## src/rtl/bht_scheduler_pkg.sv

```systemverilog
// Shared constants for the branch history table scheduler.
//   - 2-bit counter encodings and the value the table is cleared to
//   - sweep FSM state codes
//   - ctr_next(): saturating counter update
package bht_scheduler_pkg;

  localparam logic [1:0] BHT_SNT     = 2'd0;  // strongly not-taken
  localparam logic [1:0] BHT_WNT     = 2'd1;  // weakly not-taken
  localparam logic [1:0] BHT_WT      = 2'd2;  // weakly taken
  localparam logic [1:0] BHT_ST      = 2'd3;  // strongly taken
  localparam logic [1:0] BHT_RST_VAL = BHT_WNT;

  typedef enum logic {
    BHT_INIT = 1'b0,
    BHT_RUN  = 1'b1
  } bht_state_e;

  function automatic logic [1:0] ctr_next(input logic [1:0] ctr, input logic taken);
    if (taken) return (ctr == BHT_ST)  ? BHT_ST  : ctr + 2'd1;
    else       return (ctr == BHT_SNT) ? BHT_SNT : ctr - 2'd1;
  endfunction

endpackage

```

## src/rtl/bht_scheduler_if.sv

```systemverilog
// Fetch/RS-facing bus of the BHT scheduler.
//   master : Fetcher + RS side (drives lookup and training requests)
//   slave  : bht_scheduler
//   Lookup  : Fetcher_Ready, PC -> Predict_Valid, Predict_Taken, Lookup_Stall
//   Training: Train_Ready, Train_PC, Train_Result -> Train_Full
//   Status  : Init_Busy
interface bht_scheduler_if;
  logic        Fetcher_Ready;
  logic [31:0] PC;
  logic        Predict_Valid;
  logic        Predict_Taken;
  logic        Lookup_Stall;
  logic        Train_Ready;
  logic [31:0] Train_PC;
  logic        Train_Result;
  logic        Train_Full;
  logic        Init_Busy;

  modport master (
    output Fetcher_Ready, PC, Train_Ready, Train_PC, Train_Result,
    input  Predict_Valid, Predict_Taken, Lookup_Stall, Train_Full, Init_Busy
  );

  modport slave (
    input  Fetcher_Ready, PC, Train_Ready, Train_PC, Train_Result,
    output Predict_Valid, Predict_Taken, Lookup_Stall, Train_Full, Init_Busy
  );
endinterface

```

## src/rtl/bht_scheduler_train_fifo.sv

```systemverilog
// bht_train_fifo: circular training queue with wrap-bit pointers.
//   clk, rst  : clock, synchronous active-low reset
//   i_push    : enqueue request (refused while o_full, even if popping)
//   i_data    : entry to enqueue
//   i_pop     : dequeue head (ignored when empty)
//   o_data    : head entry
//   o_count   : occupancy, derived from registered pointers only, so an
//               entry pushed in cycle N is visible at the head from N+1
//   o_full    : o_count == DEPTH
// Callers freeze the queue by not pushing/popping; no enable port needed.
module bht_train_fifo #(
  parameter int DEPTH = 4,   // power of 2, >= 2
  parameter int DW    = 9
) (
  input  logic                     clk,
  input  logic                     rst,
  input  logic                     i_push,
  input  logic [DW-1:0]            i_data,
  input  logic                     i_pop,
  output logic [DW-1:0]            o_data,
  output logic [$clog2(DEPTH):0]   o_count,
  output logic                     o_full
);
  localparam int AW = $clog2(DEPTH);

  logic [AW:0]   r_wptr, r_rptr;
  logic [DW-1:0] r_mem [DEPTH];
  logic          w_push, w_pop;

  assign o_count = r_wptr - r_rptr;
  assign o_full  = (o_count == (AW+1)'(DEPTH));
  assign o_data  = r_mem[r_rptr[AW-1:0]];
  assign w_push  = i_push && !o_full;
  assign w_pop   = i_pop && (o_count != '0);

  always_ff @(posedge clk) begin
    if (!rst) begin
      r_wptr <= '0;
      r_rptr <= '0;
    end else begin
      if (w_push) r_wptr <= r_wptr + 1'b1;
      if (w_pop)  r_rptr <= r_rptr + 1'b1;
    end
  end

  always_ff @(posedge clk) begin
    if (rst && w_push) r_mem[r_wptr[AW-1:0]] <= i_data;
  end

endmodule

```

## src/rtl/bht_scheduler.sv

```systemverilog
// bht_scheduler: branch history table of 2-bit saturating counters with a
// single access slot per cycle shared between fetch lookups and training
// updates drained from a small queue.
//   clk  : clock
//   rst  : synchronous active-low reset; restarts the clear sweep, empties queue
//   rdy  : global enable; when low every register holds
//   bus  : bht_scheduler_if.slave (lookup, training, status signals)
// Optional feature macro: PRED_GSHARE_EN -- XOR table index with a global
// history register shifted by each applied update.
module bht_scheduler
  import bht_scheduler_pkg::*;
#(
  parameter int IDX_W        = 8,
  parameter int TQ_DEPTH     = 4,
  parameter int STARVE_LIMIT = 3   // >= 1
) (
  input  logic         clk,
  input  logic         rst,
  input  logic         rdy,
  bht_scheduler_if.slave bus
);
  localparam int ENTRIES = 1 << IDX_W;
  localparam int SW      = $clog2(STARVE_LIMIT + 1);
  localparam int QCW     = $clog2(TQ_DEPTH) + 1;

  bht_state_e       r_state;
  logic [IDX_W-1:0] r_init_idx;
  logic [SW-1:0]    r_starve;
  logic             r_pred_valid;
  logic             r_pred_taken;
  logic [1:0]       r_bht [ENTRIES];

  logic [IDX_W-1:0] w_ghr;
  logic [IDX_W-1:0] w_lk_idx, w_upd_idx, w_q_pc_idx;
  logic             w_q_res;
  logic [IDX_W:0]   w_q_data;
  logic [QCW-1:0]   w_q_count;
  logic             w_q_full, w_q_nonempty;
  logic             w_run, w_force, w_accept;
  logic             w_we;
  logic [IDX_W-1:0] w_waddr;
  logic [1:0]       w_wdata;
  logic             w_unused_pc;

`ifdef PRED_GSHARE_EN
  logic [IDX_W-1:0] r_ghr;
  assign w_ghr = r_ghr;
`else
  assign w_ghr = '0;
`endif

  // Only the index bits of each PC matter.
  assign w_unused_pc = ^{bus.PC[31:IDX_W+2], bus.PC[1:0],
                         bus.Train_PC[31:IDX_W+2], bus.Train_PC[1:0]};

  // Queue entries carry the index bits and direction; the history XOR is
  // applied at update time with the history current then.
  bht_train_fifo #(.DEPTH(TQ_DEPTH), .DW(IDX_W + 1)) u_fifo (
    .clk     (clk),
    .rst     (rst),
    .i_push  (rdy && bus.Train_Ready),
    .i_data  ({bus.Train_PC[IDX_W+1:2], bus.Train_Result}),
    .i_pop   (rdy && w_force),
    .o_data  (w_q_data),
    .o_count (w_q_count),
    .o_full  (w_q_full)
  );

  assign w_q_pc_idx   = w_q_data[IDX_W:1];
  assign w_q_res      = w_q_data[0];
  assign w_q_nonempty = (w_q_count != '0);

  assign w_lk_idx  = bus.PC[IDX_W+1:2] ^ w_ghr;
  assign w_upd_idx = w_q_pc_idx ^ w_ghr;

  // An update takes the slot when fetch is idle or fetch has won
  // STARVE_LIMIT cycles in a row while the queue was waiting.
  assign w_run    = (r_state == BHT_RUN);
  assign w_force  = w_run && w_q_nonempty &&
                    (!bus.Fetcher_Ready || (r_starve == SW'(STARVE_LIMIT)));
  assign w_accept = w_run && bus.Fetcher_Ready && !w_force;

  // Stall also while rdy is low: nothing is accepted in a frozen cycle.
  assign bus.Lookup_Stall  = !rdy || !w_run || (bus.Fetcher_Ready && w_force);
  assign bus.Predict_Valid = r_pred_valid;
  assign bus.Predict_Taken = r_pred_taken;
  assign bus.Train_Full    = w_q_full;
  assign bus.Init_Busy     = !w_run;

  // Single table write port: sweep clear or training update.
  assign w_we    = !w_run || w_force;
  assign w_waddr = w_run ? w_upd_idx : r_init_idx;
  assign w_wdata = w_run ? ctr_next(r_bht[w_upd_idx], w_q_res) : BHT_RST_VAL;

  always_ff @(posedge clk) begin
    if (rst && rdy && w_we) r_bht[w_waddr] <= w_wdata;
  end

  always_ff @(posedge clk) begin
    if (!rst) begin
      r_state      <= BHT_INIT;
      r_init_idx   <= '0;
      r_starve     <= '0;
      r_pred_valid <= 1'b0;
      r_pred_taken <= 1'b0;
`ifdef PRED_GSHARE_EN
      r_ghr        <= '0;
`endif
    end else if (rdy) begin
      case (r_state)
        BHT_INIT: begin
          r_pred_valid <= 1'b0;
          r_init_idx   <= r_init_idx + 1'b1;
          if (r_init_idx == '1) r_state <= BHT_RUN;
        end
        BHT_RUN: begin
          r_pred_valid <= w_accept;
          if (w_accept) r_pred_taken <= r_bht[w_lk_idx][1];
          // Count only lookups that beat a waiting update.
          if (w_accept && w_q_nonempty) r_starve <= r_starve + 1'b1;
          else                          r_starve <= '0;
`ifdef PRED_GSHARE_EN
          if (w_force) r_ghr <= {r_ghr[IDX_W-2:0], w_q_res};
`endif
        end
        default: r_state <= BHT_INIT;
      endcase
    end
  end

endmodule

```

## src/flat_wrapper.sv

```systemverilog
// flat-port wrapper written by rule: the top's interface ports become plain ports
module bht_scheduler_flat import bht_scheduler_pkg::*;
#(
  parameter int IDX_W        = 8,
  parameter int TQ_DEPTH     = 4,
  parameter int STARVE_LIMIT = 3          
)
  (clk, rst, rdy, bus_Fetcher_Ready, bus_PC, bus_Train_Ready, bus_Train_PC, bus_Train_Result, bus_Predict_Valid, bus_Predict_Taken, bus_Lookup_Stall, bus_Train_Full, bus_Init_Busy);
  bht_scheduler_if bus_i ();
  input  logic clk;
  input  logic rst;
  input  logic rdy;
  input wire logic [$bits(bus_i.Fetcher_Ready)-1:0] bus_Fetcher_Ready;
  input wire logic [$bits(bus_i.PC)-1:0] bus_PC;
  input wire logic [$bits(bus_i.Train_Ready)-1:0] bus_Train_Ready;
  input wire logic [$bits(bus_i.Train_PC)-1:0] bus_Train_PC;
  input wire logic [$bits(bus_i.Train_Result)-1:0] bus_Train_Result;
  output wire logic [$bits(bus_i.Predict_Valid)-1:0] bus_Predict_Valid;
  output wire logic [$bits(bus_i.Predict_Taken)-1:0] bus_Predict_Taken;
  output wire logic [$bits(bus_i.Lookup_Stall)-1:0] bus_Lookup_Stall;
  output wire logic [$bits(bus_i.Train_Full)-1:0] bus_Train_Full;
  output wire logic [$bits(bus_i.Init_Busy)-1:0] bus_Init_Busy;
  assign bus_i.Fetcher_Ready = bus_Fetcher_Ready;
  assign bus_i.PC = bus_PC;
  assign bus_i.Train_Ready = bus_Train_Ready;
  assign bus_i.Train_PC = bus_Train_PC;
  assign bus_i.Train_Result = bus_Train_Result;
  assign bus_Predict_Valid = bus_i.Predict_Valid;
  assign bus_Predict_Taken = bus_i.Predict_Taken;
  assign bus_Lookup_Stall = bus_i.Lookup_Stall;
  assign bus_Train_Full = bus_i.Train_Full;
  assign bus_Init_Busy = bus_i.Init_Busy;
  bht_scheduler #(.IDX_W(IDX_W), .TQ_DEPTH(TQ_DEPTH), .STARVE_LIMIT(STARVE_LIMIT)) u_core (.clk(clk), .rst(rst), .rdy(rdy), .bus(bus_i));
endmodule
```

## config.mk

```make
export PLATFORM = sky130hd
export DESIGN_NAME = bht_scheduler_flat
export DESIGN_NICKNAME = d
export VERILOG_FILES = /design/src/rtl/bht_scheduler_pkg.sv /design/src/rtl/bht_scheduler_if.sv /design/src/rtl/bht_scheduler_train_fifo.sv /design/src/rtl/bht_scheduler.sv /design/src/flat_wrapper.sv
export SDC_FILE = /design/constraint.sdc
export NUM_CORES = 1
export LEC_CHECK = 0
export CORE_MARGIN = 2
export CORE_UTILIZATION = 45
export CTS_BUF_LIST = sky130_fd_sc_hd__clkbuf_8
export DETAILED_ROUTE_END_ITERATION = 8
export PLACE_DENSITY_LB_ADDON = 0.05
export SLEW_MARGIN = 20
export SYNTH_ARGS = -nofsm -noshare
export SYNTH_HDL_FRONTEND = slang
export SYNTH_HIERARCHICAL = 1
export SYNTH_SLANG_ARGS = --single-unit
```

## constraint.sdc

```tcl
create_clock -name clk -period 15.22 [get_ports clk]
set_clock_uncertainty 0.1 [all_clocks]
set_input_delay 2.283 -clock clk [delete_from_list [all_inputs] [get_ports clk]]
set_output_delay 2.283 -clock clk [all_outputs]
set_load 0.01 [all_outputs]
```

==> results.yml, run 1 <==
routing:
  wl_met3_microns: 4529
  routed_wl_microns: 68320
  remaining_drc_errors: 0
  firstDrtPassIters: 6
  via_count: 14393
  topRoutingLayerUsed: "met4"
  initialDrtViolationCount: 1294
  drt-vias-per-instance: 5.960
  wl_met1_microns: 28610
  wl_per_cell_microns: 28.29
  wl_met2_microns: 33130
  antenna_left: 0
cells_and_area:
  drive_gt1_share_pct: 23.16
  nFillCells: 4835
  num-nets-final: 1658
  mostFrequentLayoutCells: "edfxtp_1, nor2_1, mux4_2"
  layout_commonest_cell: "edfxtp_1"
  fin_cells: 2415
  final_util_pct: 50.32
  syn_to_final_growth_pct: 10.78
worst_setup_path:
  cp_slowest_cell: "a21oi_4"
  cp.arrival_ns: 8.09
  cp-start-kind: "register"
  critical_path_class: "reg -> reg"
  cp_common_cell: "buf_4"
  cp-end-kind: "register"
  required_ns: 15.59
  max_stage_delay_ns: 0.81
  crit_chain: "mux4_4 > buf_4 > buf_4 > mux4_2 > mux2_2 > a2111oi_0 > o21ai_0 > o22a_1 > nand4_1 > o21ai_1 > a21oi_4 > buf_6 > buf_4 > buf_12"
  cp_max_fo: 109
timing:
  setup_violations: 0
  rsz0062_at_grt: "false"
  fmax_mhz: 129.5
  min_period_over_period_pct: 50.74
  slew_violations: 0
  whs_ns: 0.3793
  relSlewSlack_pct: 21.51
  hold_viol: 0
  finalCriticalPeriod_ns: 7.723
  tns_ns: 0
  worst_slew_pin_slew_ns: 1.175
status:
  outcome: "finished clean"
logic_synthesis:
  syn-cell-area_sq_mm: 0.02556
  synth_edf_count: 548
  synth_ff_type: "edfxtp_1"
  synth.avg_cell_area_sq_um: 16.80
  ys_ff_latch: 569
  ys_seq_area_share_pct: 66.02
  yosysUniqueCellTypes: 62
  synthArstFlopShare_pct: 0
  synth_cells: 1522
  syn-num-nets: 1601
  yosysWarnings: 6
run:
  drv_cap: 0
floorplanning:
  core_area_sq_mm: 0.05628
  rows: 87
  fp.dieH_microns: 242.3
  initial_utilization_pct: 45.42
  io_pins: 75
  dieArea_sq_mm: 0.05873
  die_x_microns: 242.3
clock_network:
  clockRootBuffer: "clkbuf_8"
  insertion_delay_ns: 0.69
  cts_setup_buffers: 0
  cts_max_path_buffers: 3
  ctsResizeCount: 0
  cts_sinks: 569
  cts_hold_buf: 0
  cts_tree: "yes"
  htreeDepth: 3
  clkTransAtPathRegs_ns: 0.05
  cts_buffers: 97
grt:
  antenna_found_initial: 1
  overflow: 0
  grt_start_max_net_pins: 110
  grtUsageTotal_pct: 23.55
  grt_pass1_wl_microns: 99790
  grt_pass1_vias: 15096
power:
  total_power_uw: 3063
  power_density_mw_per_mm2: 108.2
  p_leak_uw: 0.008298
  ir_drop_mv: 0.06891
placed_design:
  io_buffer_count: 26
  gp_congestion: 0.7762
  dpl.hpwl_microns: 40900
  placed_cells: 2235
hold_path:
  worstHoldPathType: "reg -> reg"
[layer usage]
layer	GRT usage (%)	up-vias
met5	0	-
met4	7.934	0
met3	5.351	109
met2	38.28	462
met1	31.49	7572
li1	-	6250
[final timing paths]
check        cells after the start                startpoint  slack, ns                  endpoint
min                              2  u_core/bus.Predict_Valid       0.38  u_core/bus.Predict_Valid
max                             14                  register       7.50      u_core/r_bht[224][0]
max reg2reg                     14                  register       7.50      u_core/r_bht[224][0]
min reg2reg                      2  u_core/bus.Predict_Valid       0.38  u_core/bus.Predict_Valid
[Yosys cell counts, drive strengths merged, types with 2 or more instances]
cell type	instances	area (sq um)
edfxtp	548	16460
nor2	278	1044
mux4	201	4527
nand2	70	262.8
clkbuf	58	217.7
mux2i	49	490.5
buf	48	339.1
dfxtp	21	420.4
a22oi	20	150.1
o221ai	18	157.7
a21oi	17	88.84
inv	16	60.06
o22ai	14	87.58
nand3	13	65.06
a22o	12	105.1
nor3	12	60.06
o21ai	12	60.05
nor2b	10	62.56
a221oi	8	70.07
ha	8	100.1
mux2	7	78.83
a31oi	6	52.55
and2	6	37.54
nand2b	6	37.54
or3	6	37.54
and3	5	31.28
nand4	4	25.02
nor4	4	25.02
xor2	4	35.03
a2111o	3	33.78
a32o	3	30.03
o211ai	3	27.52
a2111oi	2	17.52
a211oi	2	15.01
a31o	2	17.52
clkinv	2	7.510
o21a	2	15.01
o31ai	2	15.01
o32ai	2	17.52
o41ai	2	17.52
or2	2	12.51
xnor2	2	17.52
[critical path: cells and delay by family (launching register included)]
family / cells / cell delay (ns)
muxes: 3 / 1.53
and+or+nand+nor: 1 / 0.14
buffers and inverters: 5 / 2.78
DFF: 1 / 0.74
AOI/OAI and AO/OA: 5 / 2.05
[final cells by class]
class	instances	area (sq um)	share of cell area [%]
Timing Repair Buffer	64	564.3	1.993
Multi-Input combinational cell	829	8089	28.57
Antenna cell	1	2.502	0.008837
Inverter	18	67.56	0.2386
Clock inverter	76	367.9	1.299
Tap cell	756	945.9	3.340
Clock buffer	102	1404	4.958
Sequential cell	569	16880	59.60
[logic make-up after synthesis]
group / Yosys count / share of synthesized area [%]
AO/OA/AOI/OAI: 134 / 3.960
XOR/XNOR: 7 / 0.2986
adder cells (fa/ha/maj): 9 / 0.4699
buffers and inverters: 124 / 2.443
flip-flops: 569 / 66.02
multiplexers: 257 / 19.94
AND/OR/NAND/NOR: 422 / 6.872
[state kept, by name, indices dropped and copies added (netlist names), named ones only]
name and flops:
u_core/r_state 1, u_core/r_starve 2, u_core/u_fifo/r_mem 36, u_core/r_bht 512
u_core/bus.Predict_Valid 1, u_core/r_init_idx 8, u_core/bus.Predict_Taken 1, u_core/u_fifo/r_wptr 3
u_core/u_fifo/r_rptr 3
[metrics by stage]
stage | setup WS [ns] | cell area, sq um
6_report | 7.497 | 28320
2_1_floorplan | 3.781 | 25560
3_5_place_dp | 6.853 | 26520
3_3_place_gp | 6.918 | 26520
4_1_cts | 6.808 | 28290
5_1_grt | 6.909 | 28320
[power by group]
group | total, uW | leakage [uW] | internal (uW) | switching [uW]
Clock | 1260 | 0.00106 | 652 | 608
Sequential | 1700 | 0.00472 | 1690 | 1.91
Combinational | 106 | 0.00252 | 35.9 | 70.2
No activity file was read; power rests on OpenSTA's default activity.
==> run 2, diff against run 1 <==
- clock period: 15.22 -> 7.7 ns (I/O delays scaled with it)
==> run 2 against run 1 <==
First-iteration DRC count shrank 1.2%. Non-clock buffer count grew 5. Core utilization grew 0.12 points. Hold slack lost 0.0017 ns. Die area is the same. Cell count grew 0.17%. Cell area grew 0.25%. Sequential share of layout area shrank 0.15 points.
==> results.yml, run 2 (same netlist as run 1, synthesis figures left out) <==
status:
  outcome: "finished clean"
routing:
  firstDrtPassIters: 6
  via_count: 14657
  routed_wl_microns: 69130
  wl_per_cell_microns: 28.58
  antenna_left: 0
  initialDrtViolationCount: 1278
  drt-vias-per-instance: 6.059
  remaining_drc_errors: 0
floorplanning:
  initial_utilization_pct: 45.42
  core_area_sq_mm: 0.05628
  io_pins: 75
  rows: 87
  dieArea_sq_mm: 0.05873
  die_x_microns: 242.3
  fp.dieH_microns: 242.3
clock_network:
  clkTransAtPathRegs_ns: 0.05
  clockRootBuffer: "clkbuf_8"
  cts_setup_buffers: 0
  cts_buffers: 98
  insertion_delay_ns: 0.70
  htreeDepth: 3
  cts_tree: "yes"
  ctsResizeCount: 0
  cts_max_path_buffers: 3
  cts_hold_buf: 0
  cts_sinks: 569
timing:
  tns_ns: 0
  fmax_mhz: 181.5
  setup_violations: 0
  min_period_over_period_pct: 71.54
  whs_ns: 0.3776
  finalCriticalPeriod_ns: 5.509
  worst_slew_pin_slew_ns: 1.089
  slew_violations: 0
  relSlewSlack_pct: 27.25
  hold_viol: 0
  rsz0062_at_grt: "false"
worst_setup_path:
  required_ns: 8.01
  cp-start-kind: "register"
  cp-end-kind: "register"
  critical_path.top_delay_family: "multiplexers"
  cp_slowest_cell: "mux4_4"
  max_stage_delay_ns: 0.98
  crit_chain: "mux4_4 > buf_12 > mux4_2 > mux4_2 > mux2i_1 > o21ai_0 > or3_1 > nand4_1 > o21ai_1 > a21oi_4 > buf_4"
  path_buf_inv: 2
  cp_max_fo: 52
  critical_path_class: "reg -> reg"
  cp_common_cell: "mux4_2"
  cp.arrival_ns: 5.82
cells_and_area:
  multi_input_area_sq_mm: 0.008089
  nFillCells: 4805
  largest_register_ff_count: 512
  regArea_sq_mm: 0.01688
  mostFrequentLayoutCells: "edfxtp_1, nor2_1, mux4_2"
  syn_to_final_growth_pct: 11.05
  regMostFlops: "u_core/r_bht"
  drive_gt1_share_pct: 23.04
  fin_cells: 2419
  num-nets-final: 1664
  layout_commonest_cell: "edfxtp_1"
grt:
  antenna_found_initial: 3
  grt_pass1_vias: 15148
  grtUsageTotal_pct: 23.77
  overflow: 0
  grt_start_max_net_pins: 120
  grt_pass1_wl_microns: 101500
power:
  ir_drop_mv: 0.1481
  total_power_uw: 6079
  power_density_mw_per_mm2: 214.2
  p_leak_uw: 0.008295
hold_path:
  worstHoldPathType: "reg -> reg"
  hold_start: "u_core/bus.Predict_Valid"
placed_design:
  placed_cells: 2241
  io_buffer_count: 26
  gp_congestion: 0.7825
  dpl.hpwl_microns: 42480
run:
  drv_cap: 0
==> run 2: cell types whose count changed in the layout (fill, tap and decap cells not counted), moves of 3 or more <==
| cell | change |
|---|---|
| buf_12 | +3 |
| buf_4 | +3 |
| clkinv_2 | -7 |
| inv_1 | -4 |
| clkinv_1 | +9 |
==> run 2: tightest hold or removal path, stage by stage, from the launching register on <==
cell and delay (ns):
dfxtp_1 0.31, nand2b_1 0.06, a21boi_0 0.07
==> run 2: power by group <==
group / leakage [uW] / internal [uW] / switching [uW] / total [uW]
logic: 0.00255 / 71.5 / 137 / 209
registers: 0.00471 / 3350 / 3.72 / 3350
clock network: 0.00104 / 1300 / 1220 / 2520
total: 0.00830 / 4720 / 1360 / 6080
==> run 2: final timing paths <==
| check | end | slack (ns) | depth (start not counted) |
|---|---|---|---|
| hold reg to reg | u_core/bus.Predict_Valid | 0.38 | 2 |
| setup / recovery | u_core/r_bht[142][0] | 2.19 | 11 |
| hold / removal | u_core/bus.Predict_Valid | 0.38 | 2 |
| setup reg to reg | u_core/r_bht[142][0] | 2.19 | 11 |
==> run 2: cell type report <==
class,count,share of cell area [%]
clock inverter,74,1.243
antenna,1,0.008815
clock buffer,103,4.994
tap,756,3.332
inverter,18,0.2380
timing repair buffer,69,2.239
sequential,569,59.45
multi-input combinational,829,28.50
==> run 2: through the flow <==
| step | util [%] | setup slack, ns | instance area (sq um) |
|---|---|---|---|
| global placement | 47.29 | 2.193 | 26610 |
| detailed placement | 47.29 | 2.136 | 26610 |
| global route | 50.44 | 1.851 | 28390 |
| floorplan | - | 0.06950 | 25580 |
| CTS | 50.44 | 2.104 | 28380 |
| finish | 50.44 | 2.191 | 28390 |
==> run 2: metal layers <==
| layer | up-vias | global-route usage [%] | share of wire (%) |
|---|---|---|---|
| li1 | 6249 | - | - |
| met1 | 7793 | 32.28 | 42 |
| met2 | 503 | 39.56 | 50 |
| met3 | 112 | 4.509 | 6.2 |
| met4 | 0 | 6.318 | 2.1 |
| met5 | - | 0 | 0 |
